**src/rtl/clk_en_ctrl.sv**
```systemverilog
// Programmable clock-enable scheduler: three single-cycle strobes plus a square-wave ACLK,
// each channel retuned at run time through a one-deep valid/ready configuration slot.
module clk_en_ctrl #(
    parameter int DIV_W        = 18,
    parameter int ACLK_DIV_RST = 50000,
    parameter int MCLK_DIV_RST = 1024,
    parameter int DISP_DIV_RST = 131072
) (
    input  logic             CLK100MHz,
    input  logic             RESET,
    input  logic             RUN,
    input  logic             SYNC,
    input  logic             CFG_VALID,
    output logic             CFG_READY,
    input  logic [1:0]       CFG_SEL,
    input  logic [DIV_W-1:0] CFG_DIV,
    output logic             CFG_ERR,
    output logic             ACLK_EN,
    output logic             MCLK_EN,
    output logic             DISP_EN,
    output logic             ACLK
);

    localparam int NCH = 3;
    localparam logic [DIV_W-1:0] DIV_MIN = DIV_W'(2);

    logic [NCH-1:0][DIV_W-1:0] cnt_r;
    logic [NCH-1:0][DIV_W-1:0] div_r;
    logic [NCH-1:0]            en_r;
    logic                      aclk_r;
    logic                      cfg_err_r;
    logic                      pend_valid_r;
    logic [1:0]                pend_sel_r;
    logic [DIV_W-1:0]          pend_div_r;

    logic                      accept_s;
    logic                      req_bad_s;
    logic [NCH-1:0]            wrap_s;
    logic [NCH-1:0]            apply_s;

    // Power-on divisor for each channel index (0 audio, 1 master, 2 display).
    function automatic logic [DIV_W-1:0] rst_div(input int ch);
        logic [DIV_W-1:0] d;
        case (ch)
            0:       d = DIV_W'(ACLK_DIV_RST);
            1:       d = DIV_W'(MCLK_DIV_RST);
            2:       d = DIV_W'(DISP_DIV_RST);
            default: d = DIV_W'(ACLK_DIV_RST);
        endcase
        return d;
    endfunction

    // Handshake decode, per-channel wrap detection and pending-update apply conditions.
    always_comb begin
        accept_s  = 1'b0;
        req_bad_s = 1'b0;
        wrap_s    = '0;
        apply_s   = '0;
        accept_s  = CFG_VALID && CFG_READY;
        case (CFG_SEL)
            2'd0, 2'd1, 2'd2: req_bad_s = (CFG_DIV < DIV_MIN);
            default:          req_bad_s = 1'b1;
        endcase
        for (int i = 0; i < NCH; i++) begin
            wrap_s[i] = RUN && (cnt_r[i] == (div_r[i] - DIV_W'(1)));
            // A frozen channel has no period boundary to wait for, so it takes the update at once.
            if (pend_valid_r && (pend_sel_r == 2'(i))) begin
                apply_s[i] = SYNC || !RUN || wrap_s[i];
            end else begin
                apply_s[i] = 1'b0;
            end
        end
    end

    // Channel counters, strobes, ACLK, error pulse and the single pending slot.
    always_ff @(posedge CLK100MHz) begin
        if (RESET) begin
            for (int i = 0; i < NCH; i++) begin
                cnt_r[i] <= DIV_W'(0);
                div_r[i] <= rst_div(i);
            end
            en_r         <= '0;
            aclk_r       <= 1'b0;
            cfg_err_r    <= 1'b0;
            pend_valid_r <= 1'b0;
            pend_sel_r   <= 2'd0;
            pend_div_r   <= DIV_W'(0);
        end else begin
            for (int i = 0; i < NCH; i++) begin
                if (SYNC) begin
                    cnt_r[i] <= DIV_W'(0);
                    en_r[i]  <= 1'b0;
                end else if (!RUN) begin
                    en_r[i] <= 1'b0;
                    if (apply_s[i]) begin
                        cnt_r[i] <= DIV_W'(0);
                    end
                end else if (wrap_s[i]) begin
                    cnt_r[i] <= DIV_W'(0);
                    en_r[i]  <= 1'b1;
                end else begin
                    cnt_r[i] <= cnt_r[i] + DIV_W'(1);
                    en_r[i]  <= 1'b0;
                end
                if (apply_s[i]) begin
                    div_r[i] <= pend_div_r;
                end
            end
            // ACLK flips together with the audio strobe, so a suppressed strobe leaves it alone.
            if (!SYNC && wrap_s[0]) begin
                aclk_r <= ~aclk_r;
            end
            cfg_err_r <= accept_s && req_bad_s;
            if (|apply_s) begin
                pend_valid_r <= 1'b0;
            end else if (accept_s && !req_bad_s) begin
                pend_valid_r <= 1'b1;
                pend_sel_r   <= CFG_SEL;
                pend_div_r   <= CFG_DIV;
            end
        end
    end

    assign CFG_READY = !RESET && !pend_valid_r;
    assign CFG_ERR   = cfg_err_r;
    assign ACLK_EN   = en_r[0];
    assign MCLK_EN   = en_r[1];
    assign DISP_EN   = en_r[2];
    assign ACLK      = aclk_r;

endmodule

```
**config.mk**
```make
export PLATFORM = sky130hd
export DESIGN_NAME = clk_en_ctrl
export DESIGN_NICKNAME = d
export VERILOG_FILES = /design/src/rtl/clk_en_ctrl.sv
export SDC_FILE = /design/constraint.sdc
export NUM_CORES = 1
export LEC_CHECK = 0
export BUFFER_PORTS_ARGS = -buffer_cell sky130_fd_sc_hd__clkbuf_2
export CAP_MARGIN = 0
export CORE_MARGIN = 1.5
export CORE_UTILIZATION = 51
export DETAILED_ROUTE_END_ITERATION = 16
export PLACE_DENSITY = 0.68
export SYNTH_ARGS = -nofsm -noshare
export SYNTH_HDL_FRONTEND = slang
export SYNTH_SLANG_ARGS = --single-unit
export TNS_END_PERCENT = 10
```
**constraint.sdc**
```tcl
create_clock -name CLK100MHz -period 7.5 [get_ports CLK100MHz]
set_input_delay 0 -clock CLK100MHz [delete_from_list [all_inputs] [get_ports CLK100MHz]]
set_output_delay 0 -clock CLK100MHz [all_outputs]
set_load 0.005 [all_outputs]
```
* After elaboration in Yosys (flattened, before gate mapping) *
Index checks and enable logic that the tools add are counted.

word-level totals
  register bits after elaboration = 134
  input bits = 25
  output and inout bits = 6
  word-level logic and storage cells = 76

operators by class
  add/sub/neg operators = 6
  $lt $le $gt $ge = 1
  eq/ne operators = 7
  mux-type cells = 16
  bitwise gates (word level) = 3
  reductions and logical operators = 31

operators with widths
  operator                 number
  $mux W18                 9
  $add A18 B1 Y18 const B  3
  $eq A18 B18 Y1           3
  $sub A18 B1 Y18 const B  3
  $lt A18 B2 Y1 const B    1
  $logic_and A1 B1 Y1      11
  $reduce_or A3 Y1         3
  $mux W1                  7
  $reduce_bool A2 Y1       3
  $logic_not A1 Y1         5
  $eq A2 B1 Y1 const B     2
  $eq A2 B2 Y1 const B     2
  $logic_not A2 Y1         2
  $logic_or A1 B1 Y1       4
  $reduce_or A4 Y1         1
  $not A1 Y1               3
  $reduce_and A2 Y1        1
  $reduce_or A2 Y1         1

* Depth between registers and ports, before layout *
Gate-level depths: netlist of run 1.

  depth in word-level cells = 8
  gate-level depth with buffers = 14
  depth with buffers taken out = 10

* Least setup slack after synthesis of run 1 *
OpenSTA, ideal clock, no wires.

  path type = reg2reg
  from = register div_r[36] (netlist name)
  to = register div_r[43] (netlist name)
  library setup time = 0.120 ns
  data arrival time = 2.819 ns
  required time = 7.380 ns
  slack = 4.561 ns
  cell stages (with the launch flop) = 15
  buffers on the path = 4
  clock period less this slack = 2.939 ns
  path through = dfxtp_1 -> clkbuf_1 -> inv_1 -> ha_1 -> buf_2 -> or4b_4 -> or3_1 -> a21oi_1 -> o21ai_1 -> a221oi_2 -> nand2_1 -> a21o_1 -> buf_6 -> buf_6 -> mux2i_1

on the way
  cells in the longest elaborated chain, start to end = 5

RTL lines
  what                              RTL line  RTL
  start: declaration                28        logic [NCH-1:0][DIV_W-1:0] div_r;
  start signal: indexed assignment  80        div_r[i] <= rst_div(i);
  start signal: indexed assignment  106       div_r[i] <= pend_div_r;
  $sub A18 B1 Y18                   65        wrap_s[i] = RUN && (cnt_r[i] == (div_r[i] - DIV_W'(1)));
  $eq A18 B18 Y1                    65
  $logic_and A1 B1 Y1               65
  $logic_or A1 B1 Y1                68        apply_s[i] = SYNC || !RUN || wrap_s[i];
  $mux W1                           67        if (pend_valid_r && (pend_sel_r == 2'(i))) begin

Every way passes these cells.
A chain may end at the register's enable or synchronous reset.

* Final worst setup path of run 1 *
  from = register div_r[36] (netlist name)
  to = register cnt_r[48] (netlist name)

on the way
  cells in the longest elaborated chain, start to end = 6
  elaborated cells between the ends (all ways) = 8
  classes of those cells = add/sub: 1; eq/ne: 1; mux: 3; reduce/logical: 3

RTL lines
  what                                 RTL line  RTL
  $sub A18 B1 Y18 *                    65
  $eq A18 B18 Y1 *                     65
  $logic_and A1 B1 Y1 *                65
  $logic_or A1 B1 Y1                   68
  $mux W1                              67
  $reduce_bool A2 Y1 (no source line)  --
  end signal: indexed assignment       102       cnt_r[i] <= cnt_r[i] + DIV_W'(1);
  end: declaration                     27        logic [NCH-1:0][DIV_W-1:0] cnt_r;

Mark *: on every way between the ends. The rest lies on a longest branch, timed or not.

==> results of run 1 <==
cell usage after synthesis, types with 3 or more instances:
library cell / instances / share of area
a211oi_1: 5 / 0.0049
a21boi_0: 3 / 0.0030
a21oi_1: 30 / 0.020
a221oi_1: 3 / 0.0035
a22o_1: 3 / 0.0035
a31oi_1: 13 / 0.011
a41oi_1: 3 / 0.0035
and2_1: 4 / 0.0033
and3_1: 21 / 0.017
buf_1: 3 / 0.0015
buf_2: 10 / 0.0066
buf_4: 3 / 0.0030
buf_6: 4 / 0.0059
clkbuf_1: 27 / 0.013
dfxtp_1: 134 / 0.35
ha_1: 6 / 0.0099
inv_1: 28 / 0.014
mux2i_1: 80 / 0.11
nand2_1: 89 / 0.044
nand2b_1: 7 / 0.0058
nand3_1: 42 / 0.028
nand3b_1: 4 / 0.0039
nand4_1: 16 / 0.013
nand4b_1: 6 / 0.0069
nor2_1: 113 / 0.056
nor2b_1: 7 / 0.0058
nor3_1: 22 / 0.014
nor4_1: 15 / 0.012
nor4_2: 3 / 0.0049
nor4bb_1: 4 / 0.0053
o211ai_1: 3 / 0.0030
o21ai_0: 11 / 0.0072
o21ai_1: 19 / 0.012
o21bai_1: 3 / 0.0030
o311ai_1: 5 / 0.0058
o31ai_1: 6 / 0.0059
or2_2: 3 / 0.0025
or3_1: 11 / 0.0090
or4_1: 7 / 0.0069
or4_4: 3 / 0.0044
xnor2_1: 46 / 0.053
xor2_1: 36 / 0.041
kinds of logic (layout without fill, tap and decap cells):
logic type,after synthesis,in the layout,synth area share
compound gates,134,134,0.124
xor+xnor,82,82,0.0944
fa+ha+maj,6,6,0.00986
buf+inv,75,117,0.0441
flops,134,134,0.352
mux,81,81,0.108
simple gates,393,393,0.267
sequential cells by signal (all words and copies together), names as in the netlist:
signal,cells
CFG_ERR,1
pend_sel_r,2
cnt_r,54
div_r,54
en_r,3
pend_div_r,18
pend_valid_r,1
ACLK,1
layer usage:
layer	up-vias	global-route usage
li1	3300	-
met1	3020	0.356
met2	168	0.372
met3	21	0.0501
met4	0	0.0715
met5	-	0
path summary, 6_finish.rpt:
kind,from,end,slack (ns),cells past startpoint
worst max-delay path,div_r[36],cnt_r[48],3.94,10
worst max register to register,div_r[36],cnt_r[48],3.94,10
worst min-delay path,SYNC,ACLK,0.13,5
worst min register to register,ACLK,ACLK,0.49,2
power by group through the flow:
stage / clock network [mW] / registers [mW] / logic, mW
floorplan: 0 / 0.746 / 0.0677
global placement: 0 / 0.755 / 0.0888
detailed placement: 0 / 0.755 / 0.0897
CTS: 0.866 / 0.739 / 0.0986
global route: 0.895 / 0.740 / 0.110
finish: 0.849 / 0.740 / 0.100
per-stage QoR:
stage,setup WS (ns),hold WS [ns]
finish,3.94,0.127
detailed placement,3.96,0.243
floorplan,4.56,0.0391
CTS,3.98,0.110
global placement,4.10,0.243
global route,3.69,0.125
cell type report:
type                    count  area (um2)  area share
multi-input cells         696        4610       0.534
flip-flops and latches    134        2680       0.311
clock buffers              17         425      0.0493
repair buffers             57         408      0.0473
well taps                 184         230      0.0267
clock inverters            15         171      0.0199
inverters                  28         105      0.0122
timing repair:
action / in CTS / in global routing
hold buffers: 22 / 0
setup buffers: 0 / 0
setup endpoints to repair: 0 / 0
endpoints found under the hold margin: 21 / 0
worst register-to-register path: stages, from the launching register on:
cell      delay, ns
dfxtp_1        0.39
inv_1          0.11
ha_1           0.31
or4b_4         0.55
nor4b_1        0.32
and3_1         0.20
nor3_1         0.05
and4_4         0.18
a211oi_2       0.91
or3b_1         0.42
nand3_1        0.08
==> results.json, run 1 <==
{
  "worst_pin_slew_ns": 1.09,
  "critPathKind": "register to register",
  "synth_cell_types": 75,
  "cts_buffers": 17,
  "cts.sinks": 134,
  "top_layer": "met4",
  "nFillCells": 1283,
  "clockBufferDepth": 2,
  "gp_congestion": 0.877,
  "cellInternalPower_mw": 1.24,
  "p_clk_frac": 0.503,
  "area_delta_synth_final_pct": 13.4,
  "hold_class": "primary input to register",
  "dr_wl_met3_um": 833,
  "clkTransAtPathRegs_ns": 0.06,
  "finalWirelength_mm": 18.7,
  "synth_nets": 936,
  "gr-total-overflow": 0,
  "diodes": 0,
  "path_cells": "inv_1 -> ha_1 -> or4b_4 -> nor4b_1 -> and3_1 -> nor3_1 -> and4_4 -> a211oi_2 -> or3b_1 -> nand3_1",
  "drc": 0,
  "netlist_area_um2": 7610,
  "fin_tns_setup_ns": 0,
  "setup_viol": 0,
  "crit_fanout": 18,
  "powerDensity_nw_per_um2": 196,
  "final_nets": 965,
  "yosysWarnings": 0,
  "maxSlewHeadroom": 0.271,
  "vias": 6509,
  "die_h_um": 125,
  "crit_required_ns": 7.86,
  "max_stage_delay_ns": 0.91,
  "arrival_ns": 3.92,
  "cts_resized": 0,
  "switching_share": 0.265,
  "cp_slowest_cell": "a211oi_2",
  "fin_util": 0.594,
  "maxCapViolCount": 0,
  "rsz0062_at_grt": "no",
  "grt_util_all_layers": 0.247,
  "drt-met1-wl_mm": 9.43,
  "syn_avg_cell_area_um2": 8.41,
  "synth_edf_count": 0,
  "outcome": "complete, no violations",
  "dr_wl_met2_mm": 8.22,
  "drt_iter0_drc": 458,
  "clk_latency_ns": 0.43,
  "antenna_found_initial": 0,
  "critPathTopFamily": "simple AND/OR/NAND/NOR gates",
  "finalClockSkew_ns": 0.00879,
  "tritoncts": "done",
  "crit_path_end_kind": "register",
  "peakVddDrop_uv": 219,
  "core_area_um2": 14500,
  "layout_commonest_cell": "dfxtp_1",
  "syn-instance-count": 905,
  "die_area_um2": 15700,
  "seq_power_share": 0.438,
  "critPathBufInv": 1,
  "post_dp_cell_area_um2": 7810,
  "cts_htree_levels": 4,
  "synthArstFlopShare": 0,
  "drtPass1Iterations": 5,
  "final-max-slew-violation-count": 0,
  "fin_area_um2": 8630,
  "grt_first_pass_wirelength_mm": 31.2,
  "leakage_nw": 3.34,
  "layout_min_cycle_time_ns": 3.56,
  "port_buffers": 30,
  "startpoint_type": "register",
  "pin_count": 31,
  "fmax_mhz": 281,
  "fin_cells": 1131,
  "die_w_um": 125,
  "p_sw_uw": 447,
  "finalHoldViolCount": 0,
  "initial_core_util": 0.524,
  "fin_crit_sh": 0.475,
  "grt_max_degree": 60,
  "yosys_most_used_dff": "dfxtp_1",
  "power_mw": 1.69,
  "root_buffer": "clkbuf_16",
  "ant_nets": 0,
  "dp.final_hpwl_mm": 13.2,
  "rows": 44,
  "final_cell_mix": "dfxtp_1 (134), nor2_1 (113), nand2_1 (89)",
  "drive_gt1_frac": 0.0971,
  "yosys_register_bits": 134,
  "wl_per_cell_um": 16.6,
  "vias_per_cell": 5.76,
  "combPwrFrac": 0.059,
  "placedCellCount": 1077,
  "synth-seq-area-share": 0.352,
  "grt_pass1_vias": 5938
}
(Power assumes the default switching activity.)
==> run 2, diff against run 1 <==
Clock period 7.5 ns to 3.65 ns, I/O delays scaled along.
==> run 2 against run 1 <==
Setup slack worse by 3.6 ns. Combinational power rose by 110%. Clock-buffer cell count increased by 1. Highest routed layer unchanged. Clock skew up 0.00055 ns. Critical path type unchanged. Design area increased by 1.0%. Register-to-register slack got worse by 3.6 ns.
==> results.json, run 2 (synthesis results as in run 1) <==
{
  "outcome": "complete, no violations",
  "crit_path_end_kind": "register",
  "gp_congestion": 0.852,
  "final-max-slew-violation-count": 0,
  "multi_input_area_um2": 4610,
  "reg2reg_depth": 11,
  "hold_class": "primary input to register",
  "startpoint_type": "register",
  "grt_pass1_vias": 6270,
  "reg.largest.list": "cnt_r x54, div_r x54, pend_div_r x18",
  "drc": 0,
  "grt_util_all_layers": 0.251,
  "diodes": 0,
  "powerDensity_nw_per_um2": 400,
  "fin_crit_sh": 0.911,
  "area_delta_synth_final_pct": 14.5,
  "crit_fanout": 23,
  "die_area_um2": 15700,
  "rsz0062_at_grt": "no",
  "die_h_um": 125,
  "drt_iter0_drc": 522,
  "tritoncts": "done",
  "placedCellCount": 1088,
  "layout_commonest_cell": "dfxtp_1",
  "leakage_nw": 3.38,
  "rows": 44,
  "root_buffer": "clkbuf_16",
  "core_area_um2": 14500,
  "cp_slowest_cell": "mux4_2",
  "cp-endpoint": "div_r[11]",
  "drtPass1Iterations": 5,
  "fin_util": 0.600,
  "path_cells": "inv_1 -> ha_1 -> or4b_1 -> nor4_2 -> mux4_2 -> nand2_1 -> nand4_1 -> o21ai_4 -> buf_4 -> mux2i_1 -> nor2_1",
  "fin_ws_ns": 0.325,
  "ant_nets": 0,
  "fin_tns_setup_ns": 0,
  "postCtsSetupBuffers": 0,
  "grt_first_pass_wirelength_mm": 31.8,
  "initial_core_util": 0.524,
  "finalClockSkew_ns": 0.00933,
  "fin_cells": 1142,
  "max_stage_delay_ns": 0.54,
  "maxSlewHeadroom": 0.576,
  "clockBufferDepth": 2,
  "vias": 6614,
  "finalWirelength_mm": 19.2,
  "nFillCells": 1291,
  "fmax_mhz": 301,
  "dp.final_hpwl_mm": 13.5,
  "port_buffers": 30,
  "vias_per_cell": 5.79,
  "finalHoldViolCount": 0,
  "antenna_found_initial": 0,
  "clk_latency_ns": 0.43,
  "critPathKind": "register to register",
  "peakVddDrop_uv": 380,
  "r2r-end": "div_r[11]",
  "die_w_um": 125,
  "gr-total-overflow": 0,
  "cts_buffers": 17,
  "regToRegSetupSlack_ns": 0.33,
  "seq_area_um2": 2680,
  "setup_viol": 0,
  "cts.sinks": 134,
  "crit_required_ns": 3.94,
  "pin_count": 31,
  "maxCapViolCount": 0,
  "layout_min_cycle_time_ns": 3.32,
  "drive_gt1_frac": 0.108,
  "clkTransAtPathRegs_ns": 0.06,
  "dp_slack_ns": 0.384,
  "cts_resized": 0,
  "worst_pin_slew_ns": 0.636,
  "final_cell_mix": "dfxtp_1 (134), nor2_1 (113), nand2_1 (89)",
  "final_nets": 976,
  "arrival_ns": 3.62,
  "grt_max_degree": 38,
  "cts_htree_levels": 4,
  "reg2reg_from": "div_r[0]",
  "wl_per_cell_um": 16.9,
  "crit_start": "div_r[0]"
}
-- run 2: per-layer routing --
metal | routed length (um) | track usage
met5 | 0 | 0
met4 | 277 | 0.0782
met3 | 807 | 0.0479
met2 | 8690 | 0.398
met1 | 9470 | 0.347
-- run 2: worst min-delay path by stage --
stage | end | cells past startpoint | startpoint
finish | div_r[23] | 2 | RESET
global route | div_r[33] | 2 | RESET
CTS | div_r[23] | 2 | RESET
detailed placement | pend_div_r[0] | 3 | CFG_DIV[0]
global placement | pend_div_r[0] | 3 | CFG_DIV[0]
floorplan | CFG_READY | 1 | RESET
-- run 2: area by class of cell --
type / count / share of cell area
Timing Repair Buffer: 68 / 0.0563
Clock inverter: 14 / 0.0187
Clock buffer: 18 / 0.0504
Inverter: 28 / 0.0121
Sequential cell: 134 / 0.308
Tap cell: 184 / 0.0264
Multi-Input combinational cell: 696 / 0.528
-- run 2: stage by stage --
step                hold slack [ns]  total power [mW]  area, um2
global placement              0.243              1.74       7890
floorplan                    0.0391              1.67       7610
finish                       0.0735              3.49       8720
CTS                          0.0619              3.50       8720
global route                 0.0884              3.60       8720
detailed placement            0.254              1.74       7890
-- run 2: worst max-delay path, delay by kind of cell (launching register included) --
kind	cells	cell delay, ns
flip-flops	1	0.36
adder cells (fa/ha/maj)	1	0.27
buffers and inverters	2	0.40
AND/OR/NAND/NOR	5	1.22
multiplexers	2	0.77
AO/OA/AOI/OAI	1	0.17
-- run 2: what timing repair did --
item                                   CTS  global route
setup endpoints to repair                0             0
hold buffers                            22             0
endpoints found under the hold margin   21             0
-- run 2: power breakdown --
part	leakage [nW]	internal (mW)	total [mW]	switching [mW]
Sequential	1.08	1.48	1.52	0.0366
Combinational	2.01	0.0899	0.215	0.125
Clock	0.282	1.04	1.75	0.712
Total	3.38	2.61	3.49	0.874
